[src/rtl/cmd_sequencer.sv]
// Command FIFO feeding an IDLE/BURST sequencer that drives load/increment strobes into a
// downstream 3-bit counter and refuses any increment that would wrap it.
// Optional drop counter output is enabled by defining CMD_SEQ_DROP_CNT_EN.
module cmd_sequencer #(
    parameter int FIFO_DEPTH = 4
) (
    input  logic       clk,
    input  logic       rst,
    input  logic       cmd_valid,
    input  logic [1:0] cmd_op,
    input  logic [2:0] cmd_data,
    output logic       cmd_ready,
    output logic       ld,
    output logic       inc,
    output logic [2:0] data_in,
    input  logic       err_clr,
    output logic       ovf_err,
    output logic       busy
`ifdef CMD_SEQ_DROP_CNT_EN
    ,
    output logic [7:0] drop_cnt
`endif
);
    localparam int AW = $clog2(FIFO_DEPTH);
    localparam int CW = AW + 1;
    localparam logic [CW-1:0] FULL_CNT = CW'(FIFO_DEPTH);
    localparam logic [CW-1:0] ZERO_CNT = {CW{1'b0}};

    typedef enum logic [1:0] {
        OP_NOP   = 2'b00,
        OP_LOAD  = 2'b01,
        OP_INC   = 2'b10,
        OP_INC_N = 2'b11
    } op_e;

    typedef enum logic {
        ST_IDLE  = 1'b0,
        ST_BURST = 1'b1
    } state_e;

    logic [4:0]    mem_q [FIFO_DEPTH];
    logic [4:0]    mem_d [FIFO_DEPTH];
    logic [AW-1:0] wr_ptr_q, wr_ptr_d;
    logic [AW-1:0] rd_ptr_q, rd_ptr_d;
    logic [CW-1:0] count_q, count_d;
    state_e        state_q, state_d;
    logic [2:0]    remaining_q, remaining_d;
    logic [2:0]    shadow_q, shadow_d;
    logic [2:0]    data_in_q, data_in_d;
    logic          ld_q, ld_d;
    logic          inc_q, inc_d;
    logic          ovf_q, ovf_d;

    logic          push_s;
    logic          pop_s;
    logic          ovf_set_s;
    op_e           head_op_s;
    logic [2:0]    head_data_s;

    assign cmd_ready   = (count_q != FULL_CNT);
    assign push_s      = cmd_valid && cmd_ready;
    assign head_op_s   = op_e'(mem_q[rd_ptr_q][4:3]);
    assign head_data_s = mem_q[rd_ptr_q][2:0];

    assign ld      = ld_q;
    assign inc     = inc_q;
    assign data_in = data_in_q;
    assign ovf_err = ovf_q;
    assign busy    = (count_q != ZERO_CNT) || (state_q != ST_IDLE);

    // FIFO storage, pointers and occupancy; pointers wrap naturally at the power-of-two depth.
    always_comb begin
        mem_d    = mem_q;
        wr_ptr_d = wr_ptr_q;
        rd_ptr_d = rd_ptr_q;
        count_d  = count_q;
        if (push_s) begin
            mem_d[wr_ptr_q] = {cmd_op, cmd_data};
            wr_ptr_d        = wr_ptr_q + AW'(1);
        end else begin
            wr_ptr_d = wr_ptr_q;
        end
        if (pop_s) begin
            rd_ptr_d = rd_ptr_q + AW'(1);
        end else begin
            rd_ptr_d = rd_ptr_q;
        end
        case ({push_s, pop_s})
            2'b10:   count_d = count_q + CW'(1);
            2'b01:   count_d = count_q - CW'(1);
            default: count_d = count_q;
        endcase
    end

    // Sequencer: decodes the FIFO head in IDLE, runs increment bursts in BURST.
    always_comb begin
        state_d     = state_q;
        remaining_d = remaining_q;
        shadow_d    = shadow_q;
        data_in_d   = data_in_q;
        ld_d        = 1'b0;
        inc_d       = 1'b0;
        pop_s       = 1'b0;
        ovf_set_s   = 1'b0;
        case (state_q)
            ST_IDLE: begin
                if (count_q != ZERO_CNT) begin
                    pop_s = 1'b1;
                    case (head_op_s)
                        OP_NOP: begin
                            ld_d = 1'b0;
                        end
                        OP_LOAD: begin
                            ld_d      = 1'b1;
                            data_in_d = head_data_s;
                            shadow_d  = head_data_s;
                        end
                        OP_INC: begin
                            if (shadow_q != 3'd7) begin
                                inc_d    = 1'b1;
                                shadow_d = shadow_q + 3'd1;
                            end else begin
                                ovf_set_s = 1'b1;
                            end
                        end
                        OP_INC_N: begin
                            if (head_data_s != 3'd0) begin
                                state_d     = ST_BURST;
                                remaining_d = head_data_s;
                            end else begin
                                state_d = ST_IDLE;
                            end
                        end
                        default: begin
                            ld_d = 1'b0;
                        end
                    endcase
                end else begin
                    pop_s = 1'b0;
                end
            end
            ST_BURST: begin
                // remaining is never zero here: INC_N 0 never enters the burst.
                if (shadow_q != 3'd7) begin
                    inc_d       = 1'b1;
                    shadow_d    = shadow_q + 3'd1;
                    remaining_d = remaining_q - 3'd1;
                    if (remaining_q == 3'd1) begin
                        state_d = ST_IDLE;
                    end else begin
                        state_d = ST_BURST;
                    end
                end else begin
                    ovf_set_s   = 1'b1;
                    remaining_d = 3'd0;
                    state_d     = ST_IDLE;
                end
            end
            default: begin
                state_d = ST_IDLE;
            end
        endcase
    end

    // Sticky overflow flag; a new overflow beats a simultaneous clear.
    always_comb begin
        if (ovf_set_s) begin
            ovf_d = 1'b1;
        end else if (err_clr) begin
            ovf_d = 1'b0;
        end else begin
            ovf_d = ovf_q;
        end
    end

    // State register for FIFO, sequencer and registered strobes.
    always_ff @(posedge clk or posedge rst) begin
        if (rst) begin
            for (int i = 0; i < FIFO_DEPTH; i++) begin
                mem_q[i] <= 5'd0;
            end
            wr_ptr_q    <= {AW{1'b0}};
            rd_ptr_q    <= {AW{1'b0}};
            count_q     <= ZERO_CNT;
            state_q     <= ST_IDLE;
            remaining_q <= 3'd0;
            shadow_q    <= 3'd0;
            data_in_q   <= 3'd0;
            ld_q        <= 1'b0;
            inc_q       <= 1'b0;
            ovf_q       <= 1'b0;
        end else begin
            mem_q       <= mem_d;
            wr_ptr_q    <= wr_ptr_d;
            rd_ptr_q    <= rd_ptr_d;
            count_q     <= count_d;
            state_q     <= state_d;
            remaining_q <= remaining_d;
            shadow_q    <= shadow_d;
            data_in_q   <= data_in_d;
            ld_q        <= ld_d;
            inc_q       <= inc_d;
            ovf_q       <= ovf_d;
        end
    end

`ifdef CMD_SEQ_DROP_CNT_EN
    logic [7:0] drop_cnt_q, drop_cnt_d;

    assign drop_cnt = drop_cnt_q;

    // Saturating count of refused increments; a refusal in the clearing cycle counts as 1.
    always_comb begin
        if (ovf_set_s) begin
            if (err_clr) begin
                drop_cnt_d = 8'd1;
            end else if (drop_cnt_q != 8'd255) begin
                drop_cnt_d = drop_cnt_q + 8'd1;
            end else begin
                drop_cnt_d = drop_cnt_q;
            end
        end else if (err_clr) begin
            drop_cnt_d = 8'd0;
        end else begin
            drop_cnt_d = drop_cnt_q;
        end
    end

    // Drop counter register.
    always_ff @(posedge clk or posedge rst) begin
        if (rst) begin
            drop_cnt_q <= 8'd0;
        end else begin
            drop_cnt_q <= drop_cnt_d;
        end
    end
`endif

endmodule
[config.mk]
export PLATFORM = sky130hd
export DESIGN_NAME = cmd_sequencer
export DESIGN_NICKNAME = d
export VERILOG_FILES = /design/src/rtl/cmd_sequencer.sv
export SDC_FILE = /design/constraint.sdc
export NUM_CORES = 1
export LEC_CHECK = 0
export ABC_AREA = 1
export BUFFER_PORTS_ARGS = -buffer_cell sky130_fd_sc_hd__buf_2
export CAP_MARGIN = 20
export CORE_ASPECT_RATIO = 0.7
export CORE_UTILIZATION = 51
export DETAILED_ROUTE_END_ITERATION = 8
export PLACE_DENSITY_LB_ADDON = 0.2
export SLEW_MARGIN = 10
export SYNTH_ARGS = -nofsm -noshare
export SYNTH_HDL_FRONTEND = slang
export SYNTH_SLANG_ARGS = --single-unit
[constraint.sdc]
create_clock -name clk -period 1.6 [get_ports clk]
set_input_delay 0.16 -clock clk [delete_from_list [all_inputs] [get_ports clk]]
set_output_delay 0.16 -clock clk [all_outputs]
set_load 0.01 [all_outputs]
==> flow_metrics.py, run 1 <==
metrics = {
    "run_status": {
        "status": "finished, violations left",
        "failed_checks": "negative setup slack",
    },
    "grt": {
        "overflow": 0,
        "antenna_found_initial": 0,
        "grt_pass1_vias": 1447,
        "grt_max_degree": 41,
        "grt_usage_pct": 21.9,
        "grt_pass1_wl_microns": 6780,
    },
    "run": {
        "max_cap_violations": 0,
    },
    "placed_design": {
        "portBuffers": 16,
        "dp_hpwl_microns": 2800,
        "gp_congestion": 0.820,
    },
    "clock_tree": {
        "htreeDepth": 2,
        "cts_made_buffers": 5,
        "clockBufferDepth": 2,
        "cts_tree": "built",
        "cts.clk_slew.worst_paths_ns": 0.08,
        "cts_root_buffer": "clkbuf_8",
        "clkLatencyLatePin_ns": 0.30,
        "clock_sinks": 40,
    },
    "die": {
        "die_area_sq_mm": 0.00418,
        "die_h_microns": 54.4,
        "initial_core_util_pct": 55.2,
        "row_count": 18,
        "fp.dieW_microns": 76.9,
        "ios": 17,
        "core-area_sq_mm": 0.00363,
    },
    "timing": {
        "whs_ns": 0.0504,
        "fin_crit_sh_pct": 105,
        "layout_min_cycle_time_ns": 1.68,
        "worst_pin_slew_ns": 0.512,
        "hold_viol": 0,
        "setup_violations": 5,
        "fin_skew_ns": 0.00662,
        "rsz0062_at_grt": "true",
        "fmax_mhz": 595,
        "tns_ns": -0.243,
        "slew-limit-headroom_pct": 65.8,
        "slew_violations": 0,
        "worst_slack_ns": -0.0812,
    },
    "setup_path": {
        "cp_slowest_stage_delay_ns": 0.47,
        "crit_chain": "inv_4, nand2_2, a32oi_2, inv_1, ha_4, inv_4, nand2_4, nand2_4, o21a_1, o21ai_1, inv_1",
        "critical_path_class": "register to register",
        "crit_required_ns": 1.80,
        "arrival_ns": 1.88,
        "cp_top_family": "flip-flops",
        "path_buf_inv": 4,
        "endpoint_kind": "register",
        "slowest_stage": "dfrtp_2",
        "startpoint_type": "register",
        "worstPathMaxFanout": 7,
    },
    "logic_synthesis": {
        "synth_area_sq_mm": 0.00200,
        "synthCells": 223,
        "synth-seq-area-share_pct": 50.0,
        "synth_nets": 244,
        "ys_ff_latch": 40,
        "ys_types": 25,
        "synth_edf_count": 0,
        "yosysWarnings": 0,
        "async_flop_share_pct": 100,
        "postSynthAreaPerCell_sq_um": 8.98,
        "synth_ff_type": "dfrtp_1",
    },
    "pwr": {
        "peakVddDrop_mv": 1.61,
        "p_leak_nw": 1.31,
        "p_per_area_mw_per_mm2": 2500,
    },
    "detailed_routing": {
        "wl_microns": 4410,
        "viasPerCell": 4.95,
        "num_vias": 1619,
        "dr.pass1.iters": 4,
        "drcViolationCount": 0,
        "post_drt_wl_per_cell_microns": 13.5,
        "ant_nets": 0,
        "drt-initial-drc-count": 81,
    },
    "cells_and_area": {
        "syn_to_final_growth_pct": 31.1,
        "antenna_cells": 0,
        "postLayoutCoreUtil_pct": 72.4,
        "drive_above_1_share_pct": 40.1,
        "mostFrequentLayoutCell": "nand2_1",
        "nets": 297,
        "final_cell_mix": "nand2_1, dfrtp_1, buf_4",
    },
    "min_path": {
        "hold_class": "input port to register",
    },
}
-- metal layers --
metal | GRT usage (%) | part of all wire, %
met5 | 0 | 0
met4 | 4.81 | 1.6
met3 | 7.00 | 3.7
met2 | 32.9 | 45
met1 | 31.2 | 49
-- kinds of logic (layout without fill, tap and decap cells) --
family	count (synthesis)	after routing	share of synthesized area, %
simple gates	88	88	20.1
fa+ha+maj	12	12	7.87
flops	40	40	50.0
buf+inv	32	86	7.13
xor+xnor	6	6	2.62
compound gates	45	45	12.2
-- power breakdown --
group	switching [W]	internal, W	leakage [nW]
registers	0.000345	0.00152	0.493
logic	0.00216	0.00184	0.765
clock network	0.000355	0.000344	0.0510
-- flip-flops by register name, summed over array words and instances (netlist names) --
name         flops
remaining_q      3
rd_ptr_q         2
ovf_err          1
wr_ptr_q         2
shadow_q         3
data_in          3
count_q          3
mem_q           20
inc              1
state_q          1
ld               1
-- stage by stage --
step | worst slack (ns) | cells | cell area, sq um | power, W
2_1_floorplan | -0.0791 | 223 | 2030 | 0.00392
3_3_place_gp | -0.0732 | 307 | 2300 | 0.00476
3_5_place_dp | -0.148 | 307 | 2300 | 0.00484
4_1_cts | -0.0710 | 320 | 2480 | 0.00581
5_1_grt | -0.170 | 327 | 2630 | 0.00710
6_report | -0.0812 | 327 | 2630 | 0.00656
-- repair_timing --
| item | 4_1_cts | 5_1_grt |
|---|---|---|
| setup endpoints to repair | 13 | 15 |
| hold buffers | 1 | 0 |
| setup buffers | 4 | 7 |
| resized for setup | 15 | 26 |
| pin swaps | 6 | 13 |
| hold endpoints to repair | 24 | 0 |
-- cell type report --
type / instances / area, sq um
timing repair buffer: 48 / 327
inverter: 30 / 125
fill: 270 / 1000
clock buffer: 6 / 82.6
multi-input combinational: 151 / 1010
sequential: 40 / 1000
tap: 50 / 62.6
clock inverter: 2 / 10.0
-- path summary, 6_finish.rpt --
check / start / end / slack, ns / cells after the start
min reg2reg: data_in[0] / data_in[0] / 0.49 / 2
max reg2reg: rd_ptr_q[0] / shadow_q[2] / -0.08 / 11
min in group asynchronous: rst / mem_q[16] / 0.52 / 4
min: err_clr / ovf_err / 0.05 / 2
max in group asynchronous: rst / rd_ptr_q[1] / 0.70 / 4
max: rd_ptr_q[0] / shadow_q[2] / -0.08 / 11
-- synthesized netlist by cell type, types with 2 or more instances --
library cell | instances | area [sq um]
nand2_4 | 2 | 22.5
o21ai_1 | 8 | 40.0
ha_1 | 11 | 138
inv_2 | 7 | 26.3
o21ai_0 | 23 | 115
a21oi_1 | 5 | 25.0
nand2_2 | 8 | 50.1
nand3_1 | 12 | 60.1
xnor2_1 | 2 | 17.5
dfrtp_1 | 40 | 1000
nand2_1 | 59 | 221
o211ai_1 | 2 | 15.0
o22ai_1 | 4 | 25.0
nor2_2 | 3 | 18.8
inv_1 | 22 | 82.6
nand3_2 | 2 | 20.0
xor2_1 | 4 | 35.0
a32oi_1 | 2 | 17.5
Note: power is estimated with default switching activity, not from simulation.
==> run 2, diff against run 1 <==
- REMOVE_ABC_BUFFERS: not set -> 1
==> run 2 against run 1 <==
  * The flow still finishes with violations (negative setup slack)
  * Non-clock buffer count unchanged
  * Final cell count fell by 0.31%
  * Critical endpoint unchanged
  * Die area did not move
  * Clock-buffer cell count unchanged
  * Via count up 2.9%
  * Combinational power down 2%
  * Power fell by 2.8%
  * Critical path depth did not move
==> flow_metrics.py, run 2 (same netlist as run 1, synthesis figures left out) <==
metrics = {
    "timing": {
        "rsz0062_at_grt": "true",
        "slew_violations": 0,
        "layout_min_cycle_time_ns": 1.73,
        "fmax_mhz": 578,
        "fin_skew_ns": 0.00749,
        "worst_slack_ns": -0.129,
        "setup_violations": 9,
        "worst_pin_slew_ns": 0.506,
        "slew-limit-headroom_pct": 66.3,
        "fin_crit_sh_pct": 108,
        "hold_viol": 0,
    },
    "detailed_routing": {
        "drt-initial-drc-count": 114,
        "ant_nets": 0,
        "post_drt_wl_per_cell_microns": 13.6,
        "drcViolationCount": 0,
        "wl_microns": 4420,
        "dr.pass1.iters": 4,
        "num_vias": 1666,
        "viasPerCell": 5.11,
    },
    "setup_path": {
        "arrival_ns": 1.92,
        "crit_required_ns": 1.79,
        "cp_slowest_stage_delay_ns": 0.38,
        "endpoint_kind": "register",
        "rrSetupSlack_ns": -0.13,
        "critical_path_class": "register to register",
        "worstPathMaxFanout": 5,
        "slowest_stage": "dfrtp_1",
        "crit_chain": "bufinv_8, a21oi_2, a32oi_2, inv_2, ha_4, inv_2, nand2_2, nand2_2, o21a_1, o21ai_1, inv_1",
        "startpoint_type": "register",
    },
    "placed_design": {
        "gp_congestion": 0.800,
        "dp_hpwl_microns": 2880,
        "portBuffers": 16,
        "pre_cts_ws_ns": -0.209,
        "dp_cells": 305,
    },
    "cells_and_area": {
        "mostFrequentLayoutCell": "nand2_1",
        "largest_reg_flops": 20,
        "instances_no_fill": 326,
        "syn_to_final_growth_pct": 29.6,
        "final_cell_mix": "nand2_1, dfrtp_1, buf_4",
        "largest_register": "mem_q",
        "nets": 297,
        "drive_above_1_share_pct": 38.4,
        "antenna_cells": 0,
    },
    "grt": {
        "use_met1_pct": 32.4,
        "overflow": 0,
        "met3_usage_pct": 5.83,
        "grt_pass1_wl_microns": 7200,
        "antenna_found_initial": 0,
        "met2_usage_pct": 36.2,
        "grt_max_degree": 41,
        "top_usage_layer": "met2",
        "grt_pass1_vias": 1522,
        "grt_usage_pct": 24.0,
    },
    "run_status": {
        "status": "finished, violations left",
        "failed_checks": "negative setup slack",
    },
    "pwr": {
        "pwr-share-comb_pct": 61.3,
        "p_leak_nw": 1.29,
        "p_per_area_mw_per_mm2": 2460,
        "peakVddDrop_mv": 1.33,
        "pwr-share-seq_pct": 28.8,
        "p_clk_share_pct": 9.9,
        "p_int_w": 0.00360,
        "switching_share_pct": 43.5,
        "p_switching_w": 0.00278,
    },
    "die": {
        "fp.dieW_microns": 76.9,
        "initial_core_util_pct": 55.2,
        "core-area_sq_mm": 0.00363,
        "row_count": 18,
        "die_h_microns": 54.4,
        "die_area_sq_mm": 0.00418,
        "ios": 17,
    },
    "run": {
        "max_cap_violations": 0,
    },
    "clock_tree": {
        "cts_made_buffers": 5,
        "cts_tree": "built",
        "htreeDepth": 2,
        "clock_sinks": 40,
        "cts.clk_slew.worst_paths_ns": 0.07,
        "clockBufferDepth": 2,
        "cts_root_buffer": "clkbuf_8",
        "clkLatencyLatePin_ns": 0.30,
    },
    "min_path": {
        "hold_class": "input port to register",
    },
}
[run 2: cell types whose count changed in the layout (fill, tap and decap cells not counted), moves of 2 or more]
cell     change
nand2_4      -2
ha_4         -2
ha_2         +2
nand3_2      -3
inv_2        +2
nand2_2      +2
nand3_1      +2
[run 2: metal layers]
metal	share of wire [%]	wire (microns)
met1	47	2100
met2	45	1970
met3	6.0	265
met4	1.9	82
met5	0	0
[run 2: area by class of cell]
| class | instances | area (sq um) |
|---|---|---|
| Sequential cell | 40 | 1000 |
| Fill cell | 271 | 1030 |
| Timing Repair Buffer | 48 | 330 |
| Multi-Input combinational cell | 151 | 993 |
| Clock inverter | 1 | 5.00 |
| Inverter | 30 | 129 |
| Tap cell | 50 | 62.6 |
| Clock buffer | 6 | 72.6 |
[run 2: what timing repair did]
action                                  CTS  global route
pin swaps                                 9            11
setup buffers                             7             6
resized for setup                        26            16
endpoints found under the setup margin   14            15
hold endpoints to repair                 14             0
hold buffers                              1             0
[run 2: through the flow]
step           power [W]  cell area [sq um]  setup TNS (ns)  utilization (%)  hold slack (ns)
2_1_floorplan    0.00381               1990          -0.947                -            0.269
3_3_place_gp     0.00467               2260          -0.830             62.4            0.314
3_5_place_dp     0.00477               2260           -1.38             62.4            0.317
4_1_cts          0.00599               2500          -0.327             69.0           0.0526
5_1_grt          0.00695               2590           -1.84             71.6           0.0701
6_report         0.00638               2590          -0.707             71.6           0.0643
[run 2: final timing paths]
path,startpoint,end,depth (start not counted)
setup / recovery,rd_ptr_q[1],shadow_q[2],11
hold / removal,err_clr,ovf_err,2
setup reg to reg,rd_ptr_q[1],shadow_q[2],11
hold reg to reg,mem_q[5],mem_q[5],2
max in group asynchronous,rst,rd_ptr_q[0],4
min in group asynchronous,rst,rd_ptr_q[1],4
[run 2: power by group through the flow]
stage               Combinational, W  Sequential (W)  Clock, W
global route                 0.00438         0.00189  0.000683
finish                       0.00391         0.00184  0.000632
CTS                          0.00352         0.00182  0.000648
floorplan                    0.00198         0.00183         0
global placement             0.00286         0.00181         0
detailed placement           0.00295         0.00182         0
[run 2: worst max-delay path, delay by kind of cell (launching register included)]
family / cells / cell delay, ns
AO/OA/AOI/OAI: 4 / 0.49
adder cells (fa/ha/maj): 1 / 0.26
buffers and inverters: 4 / 0.36
flip-flops: 1 / 0.38
AND/OR/NAND/NOR: 2 / 0.12
==> run 3, diff against run 2 <==
- CAP_MARGIN: 20 -> not set
- clock period: 1.6 -> 1.9 ns (I/O delays scaled with it)
==> run 3 against run 2 <==
  * The run now ends clean
  * Non-clock buffer count shrank 21
  * Highest routed layer unchanged
  * Final cell count shrank 6.1%
  * Power shrank 28%
  * Sequential power shrank 17%
==> flow_metrics.py, run 3 (same netlist as run 1, synthesis figures left out) <==
metrics = {
    "run_status": {
        "status": "completed",
    },
    "setup_path": {
        "rr_worst_depth": 11,
        "arrival_ns": 1.99,
        "crit_required_ns": 2.08,
        "rrSetupSlack_ns": 0.1,
        "timing.rr.end": "shadow_q[2]",
        "startpoint_type": "register",
        "critical_path_class": "register to register",
        "endpoint_kind": "register",
        "r2r-start": "rd_ptr_q[1]",
        "worstPathMaxFanout": 8,
    },
    "die": {
        "core-area_sq_mm": 0.00363,
        "fp.dieW_microns": 76.9,
        "die_area_sq_mm": 0.00418,
        "initial_core_util_pct": 55.2,
        "die_h_microns": 54.4,
        "ios": 17,
        "row_count": 18,
    },
    "detailed_routing": {
        "dr.pass1.iters": 4,
        "drcViolationCount": 0,
        "post_drt_wl_per_cell_microns": 12.9,
        "wl_microns": 3940,
        "viasPerCell": 5.02,
        "ant_nets": 0,
        "drt-initial-drc-count": 115,
        "num_vias": 1535,
    },
    "clock_tree": {
        "cts_tree": "built",
        "cts_root_buffer": "clkbuf_8",
        "cts.clk_slew.worst_paths_ns": 0.07,
        "clock_sinks": 40,
        "clockBufferDepth": 2,
        "htreeDepth": 2,
        "clkLatencyLatePin_ns": 0.29,
        "cts_made_buffers": 5,
    },
    "timing": {
        "whs_ns": 0.0177,
        "setup_violations": 0,
        "worst_slack_ns": 0.0957,
        "slew-limit-headroom_pct": 66.7,
        "fin_skew_ns": 0.00645,
        "fin_crit_sh_pct": 95.0,
        "layout_min_cycle_time_ns": 1.80,
        "hold_viol": 0,
        "slew_violations": 0,
        "worst_pin_slew_ns": 0.499,
        "fmax_mhz": 554,
        "tns_ns": 0,
    },
    "placed_design": {
        "gp_congestion": 0.805,
        "pre_cts_ws_ns": 0.0339,
        "dp_hpwl_microns": 2740,
        "portBuffers": 16,
        "place_area_sq_mm": 0.00218,
    },
    "cells_and_area": {
        "multi_input_area_sq_um": 890,
        "fill_cells": 308,
        "drive_above_1_share_pct": 24.6,
        "largest_register": "mem_q",
        "final_cell_mix": "nand2_1, dfrtp_1, inv_1, o21ai_0, buf_2",
        "nets": 276,
        "antenna_cells": 0,
        "syn_to_final_growth_pct": 16.7,
        "mostFrequentLayoutCell": "nand2_1",
        "finalInstanceArea_sq_mm": 0.00234,
        "seqCellArea_sq_mm": 0.00100,
        "largest_reg_flops": 20,
    },
    "grt": {
        "grt_usage_pct": 21.0,
        "grt_pass1_wl_microns": 6430,
        "grt_max_degree": 41,
        "grt_pass1_vias": 1385,
        "overflow": 0,
        "antenna_found_initial": 0,
    },
    "min_path": {
        "hold_class": "input port to asynchronous set/reset pin",
    },
    "run": {
        "max_cap_violations": 0,
    },
    "pwr": {
        "p_leak_nw": 1.19,
        "p_per_area_mw_per_mm2": 1960,
        "peakVddDrop_mv": 0.859,
    },
}
[run 3: cell count changes in the layout (fill, tap and decap cells not counted), moves of 2 or more]
| cell | delta |
|---|---|
| buf_4 | -18 |
| nand2_2 | -7 |
| a21oi_2 | -3 |
| inv_1 | +5 |
| nand2_1 | +8 |
| ha_1 | +3 |
| inv_2 | -5 |
| ha_2 | -2 |
| buf_6 | -2 |
| a21oi_1 | +4 |
[run 3: layout make-up]
type | instances | share of cell area, %
clock buffers | 8 | 3.86
inverters | 30 | 5.52
multi-input cells | 151 | 38.1
flip-flops and latches | 40 | 42.9
well taps | 50 | 2.68
repair buffers | 27 | 6.96
[run 3: power by group]
group,internal (W),switching (W),total (W)
Sequential,0.00128,0.000254,0.00153
Combinational,0.00102,0.00146,0.00248
Clock,0.000296,0.000276,0.000572
[run 3: worst max path at each step]
stage | start | endpoint | slack [ns] | cells after the start
2_1_floorplan | rd_ptr_q[0] | shadow_q[2] | 0.06 | 11
3_3_place_gp | count_q[1] | count_q[2] | 0.11 | 9
3_5_place_dp | rd_ptr_q[0] | shadow_q[2] | 0.03 | 10
4_1_cts | rd_ptr_q[0] | shadow_q[2] | 0.01 | 10
5_1_grt | rd_ptr_q[0] | shadow_q[2] | -0.05 | 11
6_report | rd_ptr_q[1] | shadow_q[2] | 0.1 | 11
[run 3: through the flow]
step / power, W / std cells / utilization [%]
2_1_floorplan: 0.00321 / 221 / -
3_3_place_gp: 0.00377 / 294 / 60.1
3_5_place_dp: 0.00382 / 294 / 60.1
4_1_cts: 0.00440 / 302 / 62.6
5_1_grt: 0.00505 / 306 / 64.4
6_report: 0.00459 / 306 / 64.4
[run 3: repair_timing]
item,in CTS,in global routing
endpoints found under the hold margin,0,0
gates resized for setup,0,10
endpoints found under the setup margin,0,8
hold buffers,0,0
setup buffers,0,4
[run 3: worst max-delay path, stage by stage (launching register included)]
cell	delay [ns]
dfrtp_1	0.38
bufinv_8	0.22
a21oi_1	0.06
a32oi_2	0.21
inv_1	0.07
ha_1	0.28
inv_1	0.05
nand2_1	0.08
nand2_2	0.08
o21a_1	0.13
o21ai_2	0.10
inv_1	0.04
[run 3: metal layers]
layer	wire length [microns]	share of wire, %	up-vias	track usage, %
met3	213	5.4	4	5.00
met2	1690	43	32	32.3
met1	2010	51	709	29.5
li1	-	-	790	-
met4	23	0.58	0	6.73
met5	0	0	-	0
